### config.mk
export PLATFORM = sky130hd
export DESIGN_NAME = osf_decimator
export DESIGN_NICKNAME = d
export VERILOG_FILES = /design/src/rtl/osf_decimator_pkg.sv /design/src/rtl/osf_round_sat.sv /design/src/rtl/osf_decimator.sv
export SDC_FILE = /design/constraint.sdc
export NUM_CORES = 2
export LEC_CHECK = 0
export CAP_MARGIN = 20
export CORE_ASPECT_RATIO = 1.25
export CORE_MARGIN = 3
export CORE_UTILIZATION = 38
export CTS_CLUSTER_DIAMETER = 150
export DETAILED_ROUTE_END_ITERATION = 12
export DONT_BUFFER_PORTS = 1
export GPL_TIMING_DRIVEN = 0
export PLACE_DENSITY = 0.52
export RECOVER_POWER = 25
export SETUP_SLACK_MARGIN = 0.5
export SLEW_MARGIN = 10
export SYNTH_ARGS = -nofsm -noshare
export SYNTH_HDL_FRONTEND = slang
export SYNTH_SLANG_ARGS = --single-unit
### constraint.sdc
create_clock -name clk_in -period 28 [get_ports clk_in]
set_input_delay 2.8 -clock clk_in [delete_from_list [all_inputs] [get_ports clk_in]]
set_output_delay 2.8 -clock clk_in [all_outputs]
set_load 0.01 [all_outputs]
### src/rtl/osf_decimator_pkg.sv
// ============================================================================
// Module      : osf_decimator_pkg
// Description : Shared constants and block addresses for the oversample
//               decimator.
// Revision    : 1.0 - initial release
// ============================================================================
`default_nettype none

package osf_decimator_pkg;

    localparam int c_OSF_N_CHAN  = 8;
    localparam int c_OSF_W_CHAN  = 5;
    localparam int c_OSF_W_DATA  = 18;
    localparam int c_OSF_MAX_OS  = 15;
    localparam int c_OSF_W_OS    = 4;

    // Block register map (16-bit config address space)
    localparam logic [15:0] c_OSF_ID_ADDR   = 16'h0000;
    localparam logic [15:0] c_OSF_STAT_ADDR = 16'h0001;
    localparam logic [15:0] c_OSF_OS_ADDR   = 16'h0010;
    localparam logic [15:0] c_OSF_EN_ADDR   = 16'h0011;

    typedef enum logic [1:0] {
        CFG_NONE = 2'd0,
        CFG_OS   = 2'd1,
        CFG_EN   = 2'd2
    } cfg_sel_e;

endpackage

`default_nettype wire

### src/rtl/osf_round_sat.sv
// ============================================================================
// Module      : osf_round_sat
// Description : Divide an accumulator by 2^os with round-half-up, then
//               saturate to the signed W_DATA output range.
// Revision    : 1.0 - initial release
// ============================================================================
`default_nettype none

module osf_round_sat #(
    parameter int   W_DATA = 18,
    parameter int   MAX_OS = 15,
    localparam int  W_SH   = (MAX_OS > 0) ? $clog2(MAX_OS + 1) : 1
) (
    input  logic signed [W_DATA+MAX_OS-1:0] acc,
    input  logic        [W_SH-1:0]          os,
    output logic signed [W_DATA-1:0]        data
);

    // One guard bit so adding the rounding constant can never wrap
    localparam int c_W = W_DATA + MAX_OS + 1;

    localparam logic signed [c_W-1:0] c_MAX = {{(c_W-W_DATA+1){1'b0}}, {(W_DATA-1){1'b1}}};
    localparam logic signed [c_W-1:0] c_MIN = {{(c_W-W_DATA+1){1'b1}}, {(W_DATA-1){1'b0}}};

    logic signed [c_W-1:0] w_ext;
    logic signed [c_W-1:0] w_rnd;
    logic signed [c_W-1:0] w_sum;
    logic signed [c_W-1:0] w_shr;

    always_comb begin
        w_ext = {acc[W_DATA+MAX_OS-1], acc};
        w_rnd = '0;
        if (os != '0) begin
            w_rnd = c_W'(1) << (os - 1'b1);
        end
        w_sum = w_ext + w_rnd;
        w_shr = w_sum >>> os;
        if (w_shr > c_MAX) begin
            data = c_MAX[W_DATA-1:0];
        end else if (w_shr < c_MIN) begin
            data = c_MIN[W_DATA-1:0];
        end else begin
            data = w_shr[W_DATA-1:0];
        end
    end

endmodule

`default_nettype wire

### src/rtl/osf_decimator.sv
// ============================================================================
// Module      : osf_decimator
// Description : Multi-channel oversample decimator: per-channel accumulate of
//               2^os samples, rounded average out, 3-stage pipeline.
// Revision    : 1.0 - initial release
// ============================================================================
`default_nettype none

module osf_decimator
    import osf_decimator_pkg::*;
#(
    parameter int                   N_CHAN    = c_OSF_N_CHAN,
    parameter int                   W_CHAN    = c_OSF_W_CHAN,
    parameter int                   W_DATA    = c_OSF_W_DATA,
    parameter int                   MAX_OS    = c_OSF_MAX_OS,
    parameter int                   W_OS      = c_OSF_W_OS,
    parameter int                   W_WR_ADDR = 16,
    parameter int                   W_WR_CHAN = 16,
    parameter int                   W_WR_DATA = 48,
    parameter logic [W_WR_ADDR-1:0] OS_ADDR   = c_OSF_OS_ADDR,
    parameter logic [W_WR_ADDR-1:0] EN_ADDR   = c_OSF_EN_ADDR
) (
    input  logic                        clk_in,
    input  logic                        rst_in,
    input  logic                        dv_in,
    input  logic        [W_CHAN-1:0]    chan_in,
    input  logic signed [W_DATA-1:0]    data_in,
    input  logic                        wr_en,
    input  logic        [W_WR_ADDR-1:0] wr_addr,
    input  logic        [W_WR_CHAN-1:0] wr_chan,
    input  logic        [W_WR_DATA-1:0] wr_data,
    output logic                        dv_out,
    output logic        [W_CHAN-1:0]    chan_out,
    output logic signed [W_DATA-1:0]    data_out
);

    localparam int c_W_ACC  = W_DATA + MAX_OS;
    localparam int c_W_CNT  = MAX_OS + 1;
    localparam int c_IW     = (N_CHAN > 1) ? $clog2(N_CHAN) : 1;
    localparam int c_RS_OSW = (MAX_OS > 0) ? $clog2(MAX_OS + 1) : 1;

    localparam logic [W_CHAN:0]    c_NCH_IN  = (W_CHAN + 1)'(N_CHAN);
    localparam logic [W_WR_CHAN:0] c_NCH_WR  = (W_WR_CHAN + 1)'(N_CHAN);
    localparam logic [c_W_CNT-1:0] c_CNT_ONE = c_W_CNT'(1);
    localparam logic [W_OS-1:0]    c_OS_MAX  = W_OS'(MAX_OS);

    // Per-channel state
    logic signed [c_W_ACC-1:0] r_acc [N_CHAN];
    logic        [c_W_CNT-1:0] r_cnt [N_CHAN];
    logic        [W_OS-1:0]    r_os  [N_CHAN];
    logic                      r_en  [N_CHAN];

    // Pipeline registers
    logic                      r_s1_vld;
    logic        [W_CHAN-1:0]  r_s1_chan;
    logic signed [W_DATA-1:0]  r_s1_data;
    logic                      r_s2_vld;
    logic        [W_CHAN-1:0]  r_s2_chan;
    logic signed [c_W_ACC-1:0] r_s2_acc;
    logic        [c_W_CNT-1:0] r_s2_cnt;

    logic                      w_in_ok;
    logic        [c_IW-1:0]    w_in_idx;
    logic        [c_IW-1:0]    w_s1_idx;
    logic        [c_IW-1:0]    w_s2_idx;
    logic        [c_IW-1:0]    w_cfg_idx;
    cfg_sel_e                  w_cfg_sel;
    logic                      w_cfg_hit;
    logic        [W_OS-1:0]    w_os_wr;
    logic signed [c_W_ACC-1:0] w_base_acc;
    logic        [c_W_CNT-1:0] w_base_cnt;
    logic signed [c_W_ACC-1:0] w_acc_sum;
    logic        [c_W_CNT-1:0] w_cnt_sum;
    logic        [W_OS-1:0]    w_s3_os;
    logic                      w_s3_close;
    logic                      w_s3_kill;
    logic                      w_s3_wb;
    logic signed [W_DATA-1:0]  w_rs_data;
    logic                      w_unused_bits;

    assign w_in_idx  = chan_in[c_IW-1:0];
    assign w_s1_idx  = r_s1_chan[c_IW-1:0];
    assign w_s2_idx  = r_s2_chan[c_IW-1:0];
    assign w_cfg_idx = wr_chan[c_IW-1:0];
    assign w_in_ok   = dv_in && ({1'b0, chan_in} < c_NCH_IN) && r_en[w_in_idx];

    always_comb begin
        w_cfg_sel = CFG_NONE;
        if (wr_en && ({1'b0, wr_chan} < c_NCH_WR)) begin
            if (wr_addr == OS_ADDR) begin
                w_cfg_sel = CFG_OS;
            end else if (wr_addr == EN_ADDR) begin
                w_cfg_sel = CFG_EN;
            end
        end
    end

    assign w_cfg_hit = (w_cfg_sel != CFG_NONE);
    assign w_os_wr   = (wr_data[W_OS-1:0] > c_OS_MAX) ? c_OS_MAX : wr_data[W_OS-1:0];

    // Stage 3 reads os live; any write that could change it also kills this writeback
    assign w_s3_os    = r_os[w_s2_idx];
    assign w_s3_close = (r_s2_cnt == (c_CNT_ONE << w_s3_os));
    assign w_s3_kill  = w_cfg_hit && (w_cfg_idx == w_s2_idx);
    assign w_s3_wb    = r_s2_vld && !w_s3_kill;

    // Accumulate: base comes from a same-cycle clear, the in-flight stage-3 result, or the array
    always_comb begin
        w_base_acc = r_acc[w_s1_idx];
        w_base_cnt = r_cnt[w_s1_idx];
        if (w_cfg_hit && (w_cfg_idx == w_s1_idx)) begin
            w_base_acc = '0;
            w_base_cnt = '0;
        end else if (r_s2_vld && (r_s2_chan == r_s1_chan)) begin
            w_base_acc = w_s3_close ? '0 : r_s2_acc;
            w_base_cnt = w_s3_close ? '0 : r_s2_cnt;
        end
        w_acc_sum = w_base_acc + c_W_ACC'(r_s1_data);
        w_cnt_sum = w_base_cnt + c_CNT_ONE;
    end

    osf_round_sat #(
        .W_DATA (W_DATA),
        .MAX_OS (MAX_OS)
    ) u_round_sat (
        .acc  (r_s2_acc),
        .os   (w_s3_os[c_RS_OSW-1:0]),
        .data (w_rs_data)
    );

    always_ff @(posedge clk_in or posedge rst_in) begin
        if (rst_in) begin
            r_s1_vld  <= 1'b0;
            r_s1_chan <= '0;
            r_s1_data <= '0;
            r_s2_vld  <= 1'b0;
            r_s2_chan <= '0;
            r_s2_acc  <= '0;
            r_s2_cnt  <= '0;
            dv_out    <= 1'b0;
            chan_out  <= '0;
            data_out  <= '0;
        end else begin
            r_s1_vld  <= w_in_ok;
            r_s1_chan <= chan_in;
            r_s1_data <= data_in;
            r_s2_vld  <= r_s1_vld;
            r_s2_chan <= r_s1_chan;
            r_s2_acc  <= w_acc_sum;
            r_s2_cnt  <= w_cnt_sum;
            dv_out    <= w_s3_wb && w_s3_close;
            if (w_s3_wb && w_s3_close) begin
                chan_out <= r_s2_chan;
                data_out <= w_rs_data;
            end
        end
    end

    // Config writes come last so they override a writeback to the same channel
    always_ff @(posedge clk_in or posedge rst_in) begin
        if (rst_in) begin
            for (int i = 0; i < N_CHAN; i++) begin
                r_acc[i] <= '0;
                r_cnt[i] <= '0;
                r_os[i]  <= '0;
                r_en[i]  <= 1'b1;
            end
        end else begin
            if (w_s3_wb) begin
                r_acc[w_s2_idx] <= w_s3_close ? '0 : r_s2_acc;
                r_cnt[w_s2_idx] <= w_s3_close ? '0 : r_s2_cnt;
            end
            if (w_cfg_hit) begin
                r_acc[w_cfg_idx] <= '0;
                r_cnt[w_cfg_idx] <= '0;
                if (w_cfg_sel == CFG_OS) begin
                    r_os[w_cfg_idx] <= w_os_wr;
                end
                if (w_cfg_sel == CFG_EN) begin
                    r_en[w_cfg_idx] <= wr_data[0];
                end
            end
        end
    end

    assign w_unused_bits = ^{wr_data, w_s3_os};

endmodule

`default_nettype wire

Yosys cells after proc, flatten, opt, wreduce, memory -nomap -nowiden
Cells that the tools add are included.
{ "classes": {"n_shift": 3, "n_eq_ne": 8, "order_cmp": 11, "mux": 45, "bitwise": 8, "reduce_logical": 15, "n_addsub": 4} }
{ "ops": {"columns": ["op", "count"], "rows": [
  ["264-bit 2-to-1 mux", 2],
  ["264-bit bitwise AND", 1],
  ["264-bit bitwise mux", 1],
  ["264-bit inverter", 1],
  ["128-bit 2-to-1 mux", 2],
  ["33-bit 2-to-1 mux", 7],
  ["33-bit demux with 3-bit select", 2],
  ["128-bit bitwise AND", 1],
  ["128-bit bitwise mux", 1],
  ["128-bit inverter", 1],
  ["16-bit 2-to-1 mux", 7],
  ["33-bit binary-select mux with 3-bit select", 1],
  ["16-bit demux with 3-bit select", 2],
  ["16-bit binary-select mux with 3-bit select", 1],
  ["18-bit 2-to-1 mux", 2],
  ["33-bit by 34-bit adder with 34-bit output", 1],
  ["34-bit by 18-bit > comparator with 1-bit output, second input constant", 1],
  ["34-bit by 18-bit < comparator with 1-bit output, second input constant", 1],
  ["34-bit 2-to-1 mux", 1],
  ["1-bit by 4-bit << shifter with 34-bit output, first input constant", 1],
  ["34-bit by 4-bit >>> shifter with 34-bit output", 1],
  ["33-bit by 18-bit adder with 33-bit output", 1],
  ["32-bit bitwise mux", 1],
  ["16-bit by 5-bit equality test with 1-bit output, second input constant", 2],
  ["27 further kinds", 52]
]} }
{ "totals": {"word_cells": 136, "regBits": 535, "in_bits": 107, "out_inout_bits": 24} }

Logic depth before layout (Yosys ltp)
{ "logic_depth": {"word_depth": 12, "ltp_mapped": 40, "mapped_depth_nobuf": 31} }

Cells and area by module
A second synthesis with hierarchy kept.
{ "hier_totals": {"cells_unflattened": 3251, "area_unflattened_um2": 30234.0} }
{ "by_module_without_submodules": {"columns": ["module", "cells_each", "area_per_inst_um2", "instances"], "rows": [
  ["osf_decimator", 2688, 26600.5, 1],
  ["osf_round_sat", 563, 3633.5, 1]
]} }

Worst setup path before layout
No wires, ideal clock.
{ "synth_path": {"path_kind": "reg-to-reg", "from": "register r_s2_chan[2]", "to": "register r_s2_acc[31]", "arrival_ns": 7.639, "path_stages_with_launch": 38, "path_buffers": 9, "slack_ns": 20.281, "path_cell_list": "dfrtp_1 > buf_4 > clkbuf_1 > and3_1 > o21a_1 > nor2_4 > inv_2 > buf_2 > clkbuf_1 > clkbuf_1 > buf_1 > ha_1 > nor4bb_1 > a31oi_1 > nor4_1 > o21bai_1 > a211o_1 > a2111o_1 > (+2 left out) > buf_2 > buf_4 > nand2_2 > nor2_1 > a21oi_1 > nor2_1 > ha_1 > o21a_1 > o21a_1 > a2111oi_0 > o21bai_1 > o21ai_0 > o21ai_0 > o311ai_0 > a21bo_2 > o21ai_0 > a21oi_1 > xnor2_1"} }
{ "synth_between": {"elab_chain_cells": 10} }
{ "synth_rtl": {"columns": ["element", "line", "rtl"], "rows": [
  ["from (decl)", "osf_decimator.sv:58", "logic [W_CHAN-1:0] r_s2_chan;"],
  ["from (signal assigned)", "osf_decimator.sv:148", "r_s2_chan <= r_s1_chan;"],
  ["3-bit inverter with 4-bit output (implied by the code)", "osf_decimator.sv:102", "assign w_s3_os = r_os[w_s2_idx];"],
  ["4-bit binary-select mux with 3-bit select", "osf_decimator.sv:102", null],
  ["4-bit 2-to-1 mux (implied by the code) (2 in series)", "osf_decimator.sv:102", null],
  ["1-bit by 4-bit << shifter with 16-bit output", "osf_decimator.sv:103", "assign w_s3_close = (r_s2_cnt == (c_CNT_ONE << w_s3_os));"],
  ["16-bit equality test", "osf_decimator.sv:103", null],
  ["33-bit 2-to-1 mux", "osf_decimator.sv:115", "w_base_acc = w_s3_close ? '0 : r_s2_acc;"],
  ["33-bit 2-to-1 mux (*)", "osf_decimator.sv:114", "end else if (r_s2_vld && (r_s2_chan == r_s1_chan)) begin"],
  ["33-bit 2-to-1 mux (*)", "osf_decimator.sv:111", "if (w_cfg_hit && (w_cfg_idx == w_s1_idx)) begin"],
  ["33-bit by 18-bit adder with 33-bit output (*)", "osf_decimator.sv:118", "w_acc_sum = w_base_acc + c_W_ACC'(r_s1_data);"],
  ["named net w_acc_sum[31]", "osf_decimator.sv:72", "logic signed [c_W_ACC-1:0] w_acc_sum;"],
  ["to (signal assigned)", "osf_decimator.sv:149", "r_s2_acc <= w_acc_sum;"],
  ["to (decl)", "osf_decimator.sv:59", "logic signed [c_W_ACC-1:0] r_s2_acc;"]
]} }
The timed path passes the listed nets; every way through them passes the cells marked *. The select of a mux whose other input is x is not followed.
A chain may end at the register's enable or synchronous reset.

Final worst setup path
Same ends and word-level chain as after synthesis.

==> impl_results.md <==
* Residual DRC count at 0
* Setup tns final at 0 ns
* Number of clock sinks at 535
* Post-Synthesis Net Count at 3492
* Iteration-0 DRC Markers at 1718
* Hold Worst Slack at 0.3699 ns
* Hold_sp: r_s1_chan[2]$_DFF_PP0_
* Lkg Pwr at 0.01493 µW
* GP Congestion at 0.9437
* Final WL at 103000 µm
* Worst reg2reg path startpoint: r_s2_chan[2]$_DFF_PP0_
* Clock-pin transition on the worst setup and hold timing paths at 0.06 ns
* Share of layout cells above drive strength 1 at 11.61%
* ANT nets after route at 0
* I/O pin count at 131
* Most frequent standard cell in the layout excluding fill and tap cells: sky130_fd_sc_hd__nor2_1
* Routed length per placed instance at 22.90 µm
* Synthesized instance count at 3332
* Total power density per cell area at 49.01 nW/µm²
* Data required time of the worst path at 28.56 ns
* Minimum setup slack among reg-to-reg paths at 17.38 ns
* IR drop worst, VDD at 0.04726 mV
* Synth Area per Inst at 9.113 µm²
* Most used cells in the layout excluding fill and tap cells: sky130_fd_sc_hd__nor2_1 (941), sky130_fd_sc_hd__dfrtp_1 (527), sky130_fd_sc_hd__a21oi_1 (502)
* Die height at 322.0 µm
* Start-to-end type of the worst setup path: flip-flop to flip-flop
* Setup Viol. Count Final at 0
* Fraction of the yosys area taken by sequential cells at 44.13%
* CTS resizes at 0
* Rel. slew slack at -294.5%
* Critical Path Fanout Max at 10
* IO Port Bufs at 0
* Post-DR vias/cell at 5.625
* Antenna cells at 0
* Post-synthesis instance area at 30360 µm²
* Final critical path time including I/O delays and setup at 10.62 ns
* H-tree depth at 2
* Number of enable-type register cells in the synthesized netlist at 0
* Maximum number of pins on one net before global-route repair at 110
* Hold Vio Cnt, Final at 0
* Startpoint class of the critical path: flip-flop
* Starting utilization of the core area at 38.44%
* Number of distinct library cell variants in the gate-level netlist after synthesis at 93
* Max Clk Rate at 0.09419 GHz
* Floorplan core area at 78990 µm²
* Ys async rst share at 100.0%
* Post-cts hold buffer count at 0
* Detailed-route via count at 25302
* Synthesis warning total at 0
* Max-slew violation count at 266
* Cell type of the slowest stage on the worst timing path: sky130_fd_sc_hd__a2111oi_0
* Clock insertion delay at the later pin of the skew report at 0.64 ns
* Primary FF master, synth: sky130_fd_sc_hd__dfrtp_1
* DIE AREA at 83350 µm²
* Worst min-delay path class: flip-flop to flip-flop
* Std cell rows at 115
* CTS tree: built
* Highest cell delay on the worst timing path at 0.78 ns
* Count of buffers added by post-CTS timing repair for setup at 0
* Library cell appearing most often on the critical path: sky130_fd_sc_hd__clkbuf_1
* Inserted Clock Buffers at 56
* Launch point of the critical path: r_s2_chan[2]$_DFF_PP0_
* Clock Skew at 0.02242 ns
* Transition time at the pin with the least slew margin at 5.918 ns
* Number of fill cells at 7843
* Detailed placement HPWL at 76440 µm
* Number of synthesized register bits at 535
* Initial antenna violation count at 0
* RSZ-0062 raised after global routing: no
* Share of the clock period used by the worst path at 37.92%
* Die W at 258.8 µm
* GRT Total Usage at 24.63%
* Status: complete, but fails checks
* Total congestion overflow after global routing at 0
* Kind of end point of the critical path: flip-flop
* Clk root buf: sky130_fd_sc_hd__clkbuf_16
* Failing checks: capacitance limit, slew limit
* Maxcap violations at 3
* Vias in the first global route at 25470
* Area Growth Syn to Fin at 11.14%
* Global-route wire length before repair at 158400 µm
* Detailed-router iteration count before antenna repair at 7
* Count of nets after finishing at 3558
* Arrival time at the worst endpoint at 11.18 ns
* Clock tree buffer depth at 3
## path summary, 6_finish.rpt
| kind | cells after the start | end |
|---|---|---|
| max | 36 | r_s2_acc[31]$_DFF_PP0_ |
| min | 0 | r_s2_chan[2]$_DFF_PP0_ |
| max reg2reg | 36 | r_s2_acc[31]$_DFF_PP0_ |
| min reg2reg | 0 | r_s2_chan[2]$_DFF_PP0_ |
| max in group asynchronous | 2 | r_acc[8]$_DFF_PP0_ |
| min in group asynchronous | 1 | r_cnt[49]$_DFF_PP0_ |
## through the flow
stage | area [µm²] | power, µW | setup WS (ns) | utilization, % | cells
6_report | 33740 | 1654 | 17.38 | 42.72 | 4498
5_1_grt | 33740 | 1707 | 16.53 | 42.72 | 4498
4_1_cts | 33790 | 1673 | 17.26 | 42.77 | 4497
3_5_place_dp | 31860 | 876.6 | 17.26 | 40.33 | 4392
3_3_place_gp | 31680 | 875.2 | 3.081 | 40.10 | 4385
2_1_floorplan | 30360 | 852.2 | 10.26 | - | 3332
## synth_stat cells, types with 32 or more instances
cell type                    n  area share, %
sky130_fd_sc_hd__nand2_1   125            1.5
sky130_fd_sc_hd__mux2i_1    75            2.5
sky130_fd_sc_hd__a211oi_1   38           0.94
sky130_fd_sc_hd__ha_1       51            2.1
sky130_fd_sc_hd__clkbuf_1  185            2.3
sky130_fd_sc_hd__dfrtp_1   527             43
sky130_fd_sc_hd__nor2_1    941             12
sky130_fd_sc_hd__a21oi_1   502            8.3
sky130_fd_sc_hd__nand3_1    38           0.63
sky130_fd_sc_hd__o21ai_0    60           0.99
sky130_fd_sc_hd__xnor2_1    48            1.4
sky130_fd_sc_hd__nor3_1     43           0.71
sky130_fd_sc_hd__mux2_2     72            2.7
sky130_fd_sc_hd__mux4_2    106            7.9
sky130_fd_sc_hd__inv_1      32           0.40
sky130_fd_sc_hd__buf_2      36           0.59
## power by group
group / total, µW / switching [µW] / internal (µW)
sequential: 783 / 5.05 / 778
clock: 793 / 338 / 455
combinational: 78.3 / 53.3 / 25.0
total: 1650 / 396 / 1260
## flip-flops by register name, indices dropped and copies added (netlist names)
name / cells
r_s1_chan: 5
r_s2_acc: 33
r_os: 32
chan_out: 5
r_s2_cnt: 16
r_s1_data: 18
r_s1_vld: 1
r_s2_vld: 1
dv_out: 1
r_acc: 264
data_out: 18
r_cnt: 128
r_en: 8
r_s2_chan: 5
## kinds of logic after synthesis
kind of cell / after synthesis / synth area share [%]
AO/OA/AOI/OAI: 805 / 16.00
XOR/XNOR: 69 / 1.990
adder cells (fa/ha/maj): 53 / 2.233
buffers and inverters: 287 / 3.882
flip-flops: 535 / 44.13
multiplexers: 255 / 13.13
AND/OR/NAND/NOR: 1328 / 18.64
## metal layers
metal | GRT usage, % | share of wire, %
met1 | 31.63 | 42
met2 | 42.17 | 49
met3 | 2.972 | 4.4
met4 | 10.10 | 4.4
met5 | 0 | 0
## critical path: cells and delay by family (launching register included)
kind                       cells  cell delay, ns
xor gates and xnor gates       1            0.13
DFF                            1            0.33
and+or+nand+nor                8            1.68
buffers and inverters          9            2.97
adders and majority gates      2            0.78
AOI/OAI and AO/OA             16            4.58
## cell type report
class                   count  area, µm²  area share, %
multi-input cells        2510      15800          46.81
repair buffers              8      123.9         0.3671
clock inverters            20      237.7         0.7045
inverters                  33      125.1         0.3708
clock buffers              85       1692          5.013
well taps                1053       1318          3.904
flip-flops and latches    535      13400          39.70
plain buffers             254       1055          3.126
Power figures use the tool's default switching activity.
